### src/rtl/fwd_fft_pkg.sv
// fwd_fft_pkg: shared widths and the round/saturate helper for the forward-FFT
// multiplier output path.
package fwd_fft_pkg;
    localparam int DEF_MUL_LAT = 3;
    localparam int PROD_W      = 32;
    localparam int DEF_OUT_W   = 16;

    // Round half up, shift right, clamp to out_w bits; bit PROD_W is the saturation flag.
    function automatic logic [PROD_W:0] round_sat(input logic [PROD_W-1:0] prod,
                                                  input int shift, input int out_w);
        logic [PROD_W:0] r;
        logic [PROD_W:0] max;
        r   = ({1'b0, prod} + ((PROD_W+1)'(1) << (shift - 1))) >> shift;
        max = ((PROD_W+1)'(1) << out_w) - (PROD_W+1)'(1);
        return (r > max) ? {1'b1, max[PROD_W-1:0]} : r;
    endfunction
endpackage

### src/rtl/fwd_fft_sync_fifo.sv
// fwd_fft_sync_fifo: small synchronous FIFO with a power-of-two depth; head
// entry is always visible on rdata.
module fwd_fft_sync_fifo #(
    parameter int WIDTH = 17,
    parameter int DEPTH = 4
) (
    input  logic                       clk,
    input  logic                       reset_n,
    input  logic                       push,
    input  logic [WIDTH-1:0]           wdata,
    input  logic                       pop,
    output logic [WIDTH-1:0]           rdata,
    output logic                       full,
    output logic                       empty,
    output logic [$clog2(DEPTH):0]     count
);
    localparam int AW = $clog2(DEPTH);

    logic [WIDTH-1:0] r_mem [DEPTH];
    logic [AW-1:0]    r_wptr;
    logic [AW-1:0]    r_rptr;
    logic [AW:0]      r_count;
    logic             w_wr;
    logic             w_rd;

    assign full  = r_count == (AW+1)'(DEPTH);
    assign empty = r_count == '0;
    assign count = r_count;
    assign rdata = r_mem[r_rptr];
    assign w_wr  = push && !full;
    assign w_rd  = pop && !empty;

    always_ff @(posedge clk or negedge reset_n) begin
        if (!reset_n) begin
            r_wptr  <= '0;
            r_rptr  <= '0;
            r_count <= '0;
        end else begin
            if (w_wr) r_wptr <= r_wptr + AW'(1);
            if (w_rd) r_rptr <= r_rptr + AW'(1);
            r_count <= r_count + (AW+1)'(w_wr) - (AW+1)'(w_rd);
        end
    end

    always_ff @(posedge clk) begin
        if (w_wr) r_mem[r_wptr] <= wdata;
    end
endmodule

### src/rtl/fwd_fft_mul_scale_out.sv
// fwd_fft_mul_scale_out: tracks validity through the pipelined multiplier, owns
// its clock-enable, scales each product and streams it out with frame-last.
module fwd_fft_mul_scale_out
    import fwd_fft_pkg::*;
#(
    parameter int MUL_LAT   = DEF_MUL_LAT,
    parameter int SHIFT     = 15,
    parameter int OUT_W     = DEF_OUT_W,
    parameter int DEPTH     = 4,
    parameter int FRAME_LEN = 256
) (
    input  logic              clk,
    input  logic              reset_n,
    input  logic              in_valid,
    output logic              in_ready,
    output logic              mul_ce,
    input  logic [PROD_W-1:0] mul_dout,
    output logic [OUT_W-1:0]  out_data,
    output logic              out_valid,
    input  logic              out_ready,
    output logic              out_last,
    input  logic              sat_clr,
    output logic              sat_sticky
);
    localparam int CW = (FRAME_LEN > 1) ? $clog2(FRAME_LEN) : 1;
    localparam int AW = $clog2(DEPTH);

    logic [MUL_LAT-1:0] r_vld;
    logic [CW-1:0]      r_frame_cnt;
    logic               r_sat_sticky;
    logic [PROD_W:0]    w_rs;
    logic [OUT_W:0]     w_head;
    logic [AW:0]        w_count;
    logic               w_push;
    logic               w_pop;
    logic               w_full;
    logic               w_empty;
    logic               w_last;

    assign w_rs       = round_sat(mul_dout, SHIFT, OUT_W);
    assign w_last     = r_frame_cnt == CW'(FRAME_LEN - 1);
    // Freeze the multiplier only when its oldest stage would overflow the FIFO.
    assign mul_ce     = !(w_full && r_vld[MUL_LAT-1]);
    assign in_ready   = mul_ce;
    assign w_push     = mul_ce && r_vld[MUL_LAT-1];
    assign out_valid  = w_count != '0;
    assign w_pop      = out_valid && out_ready;
    assign out_data   = w_empty ? '0 : w_head[OUT_W-1:0];
    assign out_last   = !w_empty && w_head[OUT_W];
    assign sat_sticky = r_sat_sticky;

    always_ff @(posedge clk or negedge reset_n) begin
        if (!reset_n) begin
            r_vld        <= '0;
            r_frame_cnt  <= '0;
            r_sat_sticky <= 1'b0;
        end else begin
            if (mul_ce) r_vld <= (r_vld << 1) | MUL_LAT'(in_valid);
            if (w_push) r_frame_cnt <= w_last ? '0 : r_frame_cnt + CW'(1);
            r_sat_sticky <= (w_push && w_rs[PROD_W]) || (r_sat_sticky && !sat_clr);
        end
    end

    fwd_fft_sync_fifo #(
        .WIDTH(OUT_W + 1),
        .DEPTH(DEPTH)
    ) u_fifo (
        .clk    (clk),
        .reset_n(reset_n),
        .push   (w_push),
        .wdata  ({w_last, OUT_W'(w_rs)}),
        .pop    (w_pop),
        .rdata  (w_head),
        .full   (w_full),
        .empty  (w_empty),
        .count  (w_count)
    );
endmodule

### config.mk
export PLATFORM = sky130hd
export DESIGN_NAME = fwd_fft_mul_scale_out
export DESIGN_NICKNAME = d
export VERILOG_FILES = /design/src/rtl/fwd_fft_pkg.sv /design/src/rtl/fwd_fft_sync_fifo.sv /design/src/rtl/fwd_fft_mul_scale_out.sv
export SDC_FILE = /design/constraint.sdc
export NUM_CORES = 1
export LEC_CHECK = 0
export ABC_AREA = 1
export BUFFER_PORTS_ARGS = -buffer_cell sky130_fd_sc_hd__buf_2
export CORE_ASPECT_RATIO = 2
export CORE_UTILIZATION = 57
export DETAILED_ROUTE_END_ITERATION = 12
export HOLD_SLACK_MARGIN = 0.08
export PLACE_DENSITY = 0.75
export SLEW_MARGIN = 20
export SYNTH_ARGS = -nofsm -noshare
export SYNTH_HDL_FRONTEND = slang
export SYNTH_SLANG_ARGS = --single-unit
### constraint.sdc
create_clock -name clk -period 2.2 [get_ports clk]
set_input_delay 0.11 -clock clk [delete_from_list [all_inputs] [get_ports clk]]
set_output_delay 0.11 -clock clk [all_outputs]
set_load 0.005 [all_outputs]
Yosys cells after proc, flatten, opt, wreduce, memory -nomap -nowiden

Memory sizes are Yosys's and may differ from the RTL's.
Index checks and enable logic that the tools add are counted.
Widths: inputs -> output; s select.

RAM bits: 68
Logic and storage cells: 37
Memories kept: 1
Register bits after elaboration: 19
Input bits: 37

Memory list:

| name         | depth | bits a word | read ports | clocked after Yosys merged registers in | wr ports | line                    | RTL |
|---|---|---|---|---|---|---|---|
| u_fifo.r_mem | 4     | 17          | 1          | 0                                       | 1        | fwd_fft_sync_fifo.sv:19 | `logic [WIDTH-1:0] r_mem [DEPTH];` |

$add $sub $neg: 6
Order comparisons: 1
Equality and inequality tests: 2
Reductions and logical operators: 15
Bitwise operators: 1
Multiplexer cells: 5

Operators with widths:

| operator               | number |
|---|---|
| $add 32x15->33 const B | 1 |
| $mux 33                | 1 |
| $gt 18x16->1 const B   | 1 |
| $mux 16                | 1 |
| $add 8x1->8 const B    | 1 |
| $eq 8x8->1 const B     | 1 |
| $logic_and 1x1->1      | 8 |
| $mux 8                 | 1 |
| $add 2x1->2 const B    | 2 |
| $logic_not 1->1        | 4 |
| $add 3x1->3            | 1 |
| $eq 3x3->1 const B     | 1 |
| $logic_not 3->1        | 1 |
| $or 3x1->3             | 1 |
| $reduce_bool 3->1      | 1 |
| $sub 3x1->3            | 1 |
| $mux 1                 | 2 |
| $logic_or 1x1->1       | 1 |

Longest topological paths before layout

Gate-level depths: netlist (run 1).

Depth in word-level cells: 7
Depth in mapped cells: 10

Modules after synthesis

From an unflattened synthesis (run 1), not the netlist that was laid out.

Cell total of the unflattened synthesis: 468
Area total of the unflattened synthesis: 4,450.5 µm²

Modules (own cells, without submodules):

| module                | area an instance (µm²) | cells an instance | sequential area each (µm²) | instances |
|---|---|---|---|---|
| fwd_fft_sync_fifo     | 3,139.3                | 273               | 2,217.1                    | 1 |
| fwd_fft_mul_scale_out | 1,311.3                | 195               | 300.3                      | 1 |

Least setup slack after synthesis (run 1)

Ideal clock, no wire load.

Path kind: register to register
From: register u_fifo.r_count[1] (netlist: u_fifo.count[1])
To: register u_fifo.r_count[2] (netlist: u_fifo.count[2])
Arrival: 1.826 ns
Setup slack: 0.251 ns
Cell stages (with the launch flop): 11
Library setup time: 0.123 ns
Period minus slack after synthesis: 1.949 ns
Path buffers: 0
Data required time: 2.077 ns
Cell sequence: dfrtp_1 -> nor2_1 -> nand2_1 -> nand2_1 -> inv_1 -> ha_1 -> inv_1 -> ha_1 -> inv_1 -> fa_1 -> xnor2_1

Elaborated cells between the ends (all ways): 13
Classes of those cells: add/sub (2); eq/ne (1); reduce/logical (10)

RTL lines:

| what                     | line                        | RTL |
|---|---|---|
| start: declaration       | fwd_fft_sync_fifo.sv:22     | `logic [AW:0] r_count;` |
| start signal: assignment | fwd_fft_sync_fifo.sv:41     | `r_count <= r_count + (AW+1)'(w_wr) - (AW+1)'(w_rd);` |
| $reduce_bool 3->1        | fwd_fft_mul_scale_out.sv:46 | `assign out_valid = w_count != '0;` |
| named net out_valid      | fwd_fft_mul_scale_out.sv:19 | `output logic out_valid,` |
| $logic_and 1x1->1        | fwd_fft_mul_scale_out.sv:47 | `assign w_pop = out_valid && out_ready;` |
| $logic_and 1x1->1        | fwd_fft_sync_fifo.sv:31     | `assign w_rd = pop && !empty;` |
| named net u_fifo.w_rd    | fwd_fft_sync_fifo.sv:24     | `logic w_rd;` |
| $sub 3x1->3              | fwd_fft_sync_fifo.sv:41     |  |

The timed path passes the listed nets, and every way through them passes these cells.
A chain may end at the register's enable or synchronous reset.

Worst setup path in the final report (run 1)

From: register u_fifo.r_count[1] (netlist: u_fifo.count[1])
To: register u_fifo.r_count[2] (netlist: u_fifo.count[2])

Elaborated cells between the ends (all ways): 13
Classes of those cells: add/sub (2); eq/ne (1); reduce/logical (10)

RTL lines:

| what                                                 | line |
|---|---|
| $reduce_bool 3->1 or $logic_not 3->1 (tied branches) | fwd_fft_mul_scale_out.sv:46, fwd_fft_sync_fifo.sv:27 |
| $logic_and 1x1->1 or $logic_not 1->1 (tied branches) | fwd_fft_mul_scale_out.sv:47, fwd_fft_sync_fifo.sv:31 |
| $logic_and 1x1->1 (*)                                | fwd_fft_sync_fifo.sv:31 |
| named net u_fifo.w_rd                                | fwd_fft_sync_fifo.sv:24 |
| $sub 3x1->3 (*)                                      | fwd_fft_sync_fifo.sv:41 |

The timed path passes the listed nets; every way through them passes the cells marked *.

==> impl_metrics.json, run 1 <==
{
  "status": "complete, no violations",
  "grt_pass1_vias": 2953,
  "clk_pin_slew_worst_paths_ns": 0.06,
  "cts-root-buf": "clkbuf_16",
  "grt_overflow": 0,
  "hold_class": "in -> reg",
  "period_needed_ns": 2.02,
  "path_depth": 10,
  "crit_path_start": "u_fifo.count[1]$_DFF_PN0_",
  "hold_viol": 0,
  "fin_setup_tns_ns": 0,
  "drv_slew": 0,
  "antenna_found_initial": 0,
  "synthSimpleGateAreaFrac_pct": 18.9,
  "dieArea_um2": 7530,
  "syn-num-nets": 438,
  "initial_core_util_pct": 58.9,
  "io_buffers": 43,
  "num_rows": 43,
  "cp-endpoint": "u_fifo.count[2]$_DFF_PN0_",
  "synth_common_cells": "nor2_1 (94), edfxtp_1 (68), o21ai_0 (40)",
  "power_mw": 5.99,
  "critPathKind": "reg -> reg",
  "num-nets-final": 491,
  "num_vias": 2912,
  "antenna_cells": 0,
  "crit_family": "adder cells",
  "cp.required_ns": 2.41,
  "irDropWorstVdd_uv": 1090,
  "rr_startpoint": "u_fifo.count[1]$_DFF_PN0_",
  "finalSetupViolations": 0,
  "dominantRegCellSynth": "edfxtp_1",
  "crit_buf_inv": 3,
  "cp-start-kind": "flop",
  "critPathMaxStageDelay_ns": 0.42,
  "grtUsageTotal_pct": 25.4,
  "area_delta_synth_final_pct": 15.2,
  "worstPathArrival_ns": 2.23,
  "yosys_warnings": 0,
  "cts_buffer_depth": 2,
  "power.density_nw_per_um2": 1270,
  "whs_ns": 0.160,
  "cp_slowest_cell": "dfrtp_1",
  "firstDrtPassIters": 4,
  "routed_wl_mm": 8.35,
  "regToRegEndpoint": "u_fifo.count[2]$_DFF_PN0_",
  "synth.avg_cell_area_um2": 10.4,
  "fmax_ghz": 0.494,
  "synthXorXnorAreaFrac_pct": 4.07,
  "grt_pass1_wl_mm": 13.4,
  "ys_ff_latch": 87,
  "drcViolationCount": 0,
  "drive_above_1_share_pct": 20.4,
  "ff2ff_path_depth": 10,
  "worstPathCellList": "nor2_2 -> nand2_1 -> nand2_1 -> inv_1 -> ha_1 -> inv_1 -> ha_1 -> inv_1 -> fa_1 -> xnor2_1",
  "rsz0062_at_grt": "false",
  "finClkSkew_ns": 0.00377,
  "tightest_slew_ns": 0.502,
  "die_w_um": 61.9,
  "synth-compound-area-share_pct": 7.47,
  "p_leak_nw": 1.83,
  "synth_top_area_share_pct": 50.0,
  "io_pins": 58,
  "antenna_left": 0,
  "fillCellCount": 540,
  "grt_start_max_net_pins": 36,
  "place_area_um2": 4410,
  "hpwlAfterDp_mm": 5.87,
  "postSynthCellCount": 392,
  "maxCapViolations": 0,
  "yosysMostFrequentCell": "nor2_1",
  "synth_top_cell_by_area": "edfxtp_1",
  "first_iter_violations": 154,
  "wl_per_cell_um": 15.5,
  "slew_headroom_pct": 66.5,
  "synth_area_leaders": "edfxtp_1 (50%), dfrtp_1 (12%), nor2_1 (8.6%), o21ai_0 (4.9%), nand2_1 (3.4%)",
  "syn_area_um2": 4090,
  "viasPerCell": 5.39,
  "synth_top_family_by_area": "simple AND/OR/NAND/NOR gates",
  "clock_latency_ns": 0.33,
  "gp_congestion": 0.750,
  "cts_buffers": 9,
  "seq_area_frac_synth_pct": 61.6,
  "synthDistinctLibCells": 31,
  "synth_edf_count": 68,
  "fin_area_um2": 4710,
  "h-tree-depth": 3,
  "synthMuxAreaShare_pct": 0.276,
  "finalCritPeriodShare_pct": 92.0,
  "design.core.area_um2": 6940,
  "die_height_um": 122,
  "cts_num_sinks": 87,
  "crit_path_end_kind": "flop",
  "synth-async-reset-ratio_pct": 21.8,
  "synthAdderAreaFrac_pct": 2.94,
  "cts_tree": "done",
  "r2r_setup_slack_ns": 0.18,
  "crit_top_cell": "inv_1",
  "path_max_fanout": 3
}
tightest hold or removal path: stages:
cell	delay, ns
buf_2	0.10
xor2_1	0.07
nand2_2	0.09
area by class of cell:
| cell class | instances | area (um2) | share of cell area [%] |
|---|---|---|---|
| sequential | 87 | 2520 | 53.5 |
| multi-input combinational | 260 | 1380 | 29.3 |
| timing repair buffer | 56 | 320 | 6.81 |
| clock buffer | 13 | 240 | 5.11 |
| inverter | 31 | 116 | 2.47 |
| tap | 90 | 113 | 2.39 |
| clock inverter | 3 | 20.0 | 0.425 |
per-layer routing:
metal  global-route usage [%]  vias up  share of wire (%)
met2                     46.5       71                 58
met3                     4.78       14                3.6
met5                        0        -                  0
li1                         -     1415                  -
met4                     10.8        0                1.7
met1                     26.7     1412                 36
cell usage in the layout (no fill, tap or decap), types with 10 or more instances in the layout:
cell type	instances
nor2_1	93
nand2_2	13
buf_4	10
xor2_1	11
nand2_1	37
o21ai_0	40
nand3_1	11
buf_2	43
a21oi_1	17
inv_1	28
dfrtp_1	19
edfxtp_1	68
per-stage QoR:
stage	utilization, %	setup WS (ns)	instances
after global routing	67.8	0.0118	540
final	67.8	0.177	540
after floorplan	-	0.251	392
after detailed placement	63.6	0.130	521
after global placement	63.6	0.215	521
after CTS	67.8	0.119	540
flip-flops by register name, summed over array words and instances (netlist names):
name and count:
u_fifo.count 3, sat_sticky 1, r_frame_cnt 8, r_vld 3, u_fifo.r_rptr 2, u_fifo.r_wptr 2, u_fifo.r_mem 68
cells by family after synthesis:
kind of cell / count (synthesis)
DFF: 87
buffers and inverters: 45
and+or+nand+nor: 172
adders and majority gates: 9
AOI/OAI and AO/OA: 59
xor gates and xnor gates: 19
muxes: 1
worst min-delay path by stage:
| stage | startpoint | slack, ns | endpoint | depth (start not counted) |
|---|---|---|---|---|
| final | mul_dout[29] | 0.16 | u_fifo.r_mem[3][14]$_DFFE_PP_ | 3 |
| after global routing | mul_dout[29] | 0.17 | u_fifo.r_mem[3][14]$_DFFE_PP_ | 3 |
| after CTS | mul_dout[29] | 0.14 | u_fifo.r_mem[3][14]$_DFFE_PP_ | 3 |
| after detailed placement | reset_n | 0.07 | u_fifo.count[0]$_DFF_PN0_ | 1 |
| after global placement | reset_n | 0.07 | u_fifo.count[2]$_DFF_PN0_ | 1 |
| after floorplan | reset_n | -0.19 | r_frame_cnt[0]$_DFFE_PN0P_ | 0 |
where the power goes:
group	switching (mW)	total, mW	leakage, nW	internal, mW
Clock	0.556	1.32	0.120	0.763
Sequential	0.241	2.53	0.832	2.29
Combinational	1.32	2.14	0.877	0.822
Total	2.12	5.99	1.83	3.87
repair_timing:
item / CTS / global route
resized for setup: 0 / 1
hold buffers: 3 / 0
setup endpoints to repair: 0 / 2
buffers inserted: 0 / 0
hold endpoints to repair: 21 / 0
No activity file was read; power rests on OpenSTA's default activity.
==> run 2, diff against run 1 <==
--- a/config.mk
+++ b/config.mk
@@ -5,9 +5,7 @@
 export SDC_FILE = /design/constraint.sdc
 export NUM_CORES = 1
 export LEC_CHECK = 0
-export ABC_AREA = 1
 export BUFFER_PORTS_ARGS = -buffer_cell sky130_fd_sc_hd__buf_2
-export CORE_ASPECT_RATIO = 2
 export CORE_UTILIZATION = 57
 export DETAILED_ROUTE_END_ITERATION = 12
 export HOLD_SLACK_MARGIN = 0.08
==> run 2 against run 1 <==
- highest routed layer unchanged
- area after synthesis decreased by 0.86%
- synthesized cell count decreased by 31%
- critical path type unchanged
- worst hold slack got worse by 0.031 ns
- maximum frequency decreased by 5.5%
- sequential power decreased by 3%
- final cell count decreased by 19%
- via count decreased by 16%
- wire length decreased by 12%
- clock power decreased by 25%
- cell area increased by 0.43%
- largest cell class unchanged
- critical endpoint unchanged
==> impl_metrics.json, run 2 <==
{
  "status": "complete, no violations",
  "regToRegEndpoint": "u_fifo.count[2]$_DFF_PN0_",
  "min_to": "u_fifo.r_rptr[0]$_DFFE_PN0P_",
  "cp.required_ns": 2.44,
  "p_seq_share_pct": 43.6,
  "dominantRegCellSynth": "edfxtp_1",
  "p_leak_nw": 1.75,
  "crit_family": "adder cells",
  "finClkSkew_ns": 0.0129,
  "placed_cells": 415,
  "area_delta_synth_final_pct": 16.6,
  "io_pins": 58,
  "slew_headroom_pct": 54.0,
  "irDropWorstVdd_uv": 786,
  "io_buffers": 43,
  "gp_congestion": 0.789,
  "instances_no_fill": 436,
  "grtUsageTotal_pct": 22.2,
  "path_depth": 9,
  "synth-async-reset-ratio_pct": 21.8,
  "crit_buf_inv": 2,
  "grt_start_max_net_pins": 20,
  "synth_top_area_share_pct": 50.4,
  "syn-num-nets": 315,
  "wl_per_cell_um": 16.9,
  "hold_viol": 0,
  "yosys_warnings": 0,
  "pwr-share-comb_pct": 38.9,
  "met2_usage_pct": 36.9,
  "r2r_setup_slack_ns": 0.06,
  "layout_common_cells": "edfxtp_1 (68), buf_2 (43), buf_4 (21)",
  "cts_num_sinks": 87,
  "path_max_fanout": 3,
  "ff2ff_path_depth": 9,
  "fin_setup_tns_ns": 0,
  "drive_above_1_share_pct": 37.6,
  "ys_ff_latch": 87,
  "synth_top_cell_by_area": "edfxtp_1",
  "drcViolationCount": 0,
  "grtUsageMet1_pct": 28.2,
  "first_iter_violations": 101,
  "cts_tree": "done",
  "whs_ns": 0.128,
  "hpwlAfterDp_mm": 5.09,
  "largest_reg_flops": 68,
  "postSynthCellCount": 269,
  "die_height_um": 86.3,
  "num-nets-final": 381,
  "initial_core_util_pct": 59.3,
  "rr_startpoint": "u_fifo.count[2]$_DFF_PN0_",
  "final_core_util_pct": 69.2,
  "drv_slew": 0,
  "cts_buffer_depth": 2,
  "tightest_slew_ns": 0.690,
  "power.density_nw_per_um2": 1190,
  "worstPathCellList": "or3_4 -> and2_4 -> ha_4 -> inv_2 -> ha_4 -> inv_2 -> fa_2 -> xnor2_2 -> xnor2_1",
  "num_rows": 30,
  "antenna_found_initial": 0,
  "die_w_um": 86.3,
  "synth_edf_count": 68,
  "clkPwrFrac_pct": 17.5,
  "dp_slack_ns": 0.0270,
  "crit_path_end_kind": "flop",
  "dieArea_um2": 7450,
  "swShare_pct": 32.3,
  "fmax_ghz": 0.467,
  "critPathKind": "reg -> reg",
  "synth_area_leaders": "edfxtp_1 (50%), dfrtp_1 (12%), mux4_2 (9.5%), xnor2_1 (3.2%), and2_1 (2.9%)",
  "cts_buffers": 9,
  "yosysMostFrequentCell": "edfxtp_1",
  "grt_pass1_vias": 2474,
  "cts-root-buf": "clkbuf_8",
  "grt_pass1_wl_mm": 12.0,
  "power.switching_mw": 1.82,
  "viasPerCell": 5.62,
  "met3_usage_pct": 4.76,
  "period_needed_ns": 2.14,
  "top_regs": "u_fifo.r_mem: 68 flops, r_frame_cnt: 8 flops",
  "hold_depth": 3,
  "clk_pin_slew_worst_paths_ns": 0.08,
  "layout_commonest_cell": "edfxtp_1",
  "grt_overflow": 0,
  "fillCellCount": 506,
  "firstDrtPassIters": 5,
  "grt_busiest_layer": "met2",
  "finalSetupViolations": 0,
  "seq_area_frac_synth_pct": 62.1,
  "worstPathArrival_ns": 2.38,
  "clock_latency_ns": 0.35,
  "antenna_left": 0,
  "cp-start-kind": "flop",
  "syn_area_um2": 4050,
  "cp_slowest_cell": "or3_4",
  "synth_common_cells": "edfxtp_1 (68), and2_1 (19), dfrtp_1 (19)",
  "synthDistinctLibCells": 44,
  "design.core.area_um2": 6830,
  "p_int_mw": 3.82,
  "worstHoldStart": "out_ready",
  "h-tree-depth": 3,
  "setup_slack_ns": 0.0590,
  "critPathMaxStageDelay_ns": 0.40,
  "hold_class": "in -> reg",
  "largest-register": "u_fifo.r_mem",
  "routed_wl_mm": 7.35,
  "maxCapViolations": 0,
  "antenna_cells": 0,
  "finalCritPeriodShare_pct": 97.3,
  "num_vias": 2452,
  "synth.avg_cell_area_um2": 15.1
}
run 2: worst register-to-register path, delay by kind of cell, from the launching register on:
family | cells | cell delay [ns]
adder cells (fa/ha/maj) | 3 | 0.71
AND/OR/NAND/NOR | 2 | 0.57
flip-flops | 1 | 0.39
XOR/XNOR | 2 | 0.27
buffers and inverters | 2 | 0.09
run 2: final cells by class:
type / instances / area, um2 / area share, %
Timing Repair Buffer: 67 / 403 / 8.53
Tap cell: 96 / 120 / 2.54
Inverter: 12 / 45.0 / 0.953
Clock inverter: 6 / 46.3 / 0.980
Clock buffer: 10 / 128 / 2.70
Sequential cell: 87 / 2520 / 53.3
Multi-Input combinational cell: 158 / 1470 / 31.0
run 2: metrics by stage:
stage	power, mW	instance area [um2]
after floorplan	3.88	4090
after global placement	4.63	4500
after detailed placement	4.68	4500
after CTS	5.68	4710
after global routing	6.02	4730
final	5.64	4730
run 2: kinds of logic after synthesis:
group	synth area share [%]
compound gates	5.07
simple gates	12.3
fa+ha+maj	2.96
buf+inv	2.78
flops	62.1
xor+xnor	4.76
mux	10.0
run 2: repair_timing:
action | CTS | global route
resized for setup | 0 | 2
setup buffers | 1 | 1
pin swaps | 0 | 2
endpoints found under the hold margin | 21 | 0
setup endpoints to repair | 1 | 3
hold buffers | 3 | 0
run 2: worst max-delay path by stage:
stage	start	slack, ns	end
floorplan	u_fifo.count[1]$_DFF_PN0_	0.007	u_fifo.count[2]$_DFF_PN0_
global placement	u_fifo.count[2]$_DFF_PN0_	0.09	u_fifo.count[2]$_DFF_PN0_
detailed placement	u_fifo.count[2]$_DFF_PN0_	0.03	u_fifo.count[2]$_DFF_PN0_
CTS	u_fifo.count[0]$_DFF_PN0_	0.03	u_fifo.count[2]$_DFF_PN0_
global route	u_fifo.count[2]$_DFF_PN0_	-0.003	u_fifo.count[2]$_DFF_PN0_
finish	u_fifo.count[2]$_DFF_PN0_	0.06	u_fifo.count[2]$_DFF_PN0_
run 2: power groups by stage:
stage	logic, mW	registers (mW)	clock network, mW
after detailed placement	2.18	2.50	0
after floorplan	1.45	2.44	0
final	2.20	2.46	0.985
after CTS	2.21	2.46	1.01
after global routing	2.44	2.50	1.08
after global placement	2.15	2.47	0
run 2: metal layers:
metal / routed length [um] / up-vias / share of wire [%]
met5: 0 / - / 0
met4: 152 / 0 / 2.1
met3: 317 / 17 / 4.3
met2: 3630 / 78 / 49
met1: 3250 / 1223 / 44
li1: - / 1134 / -
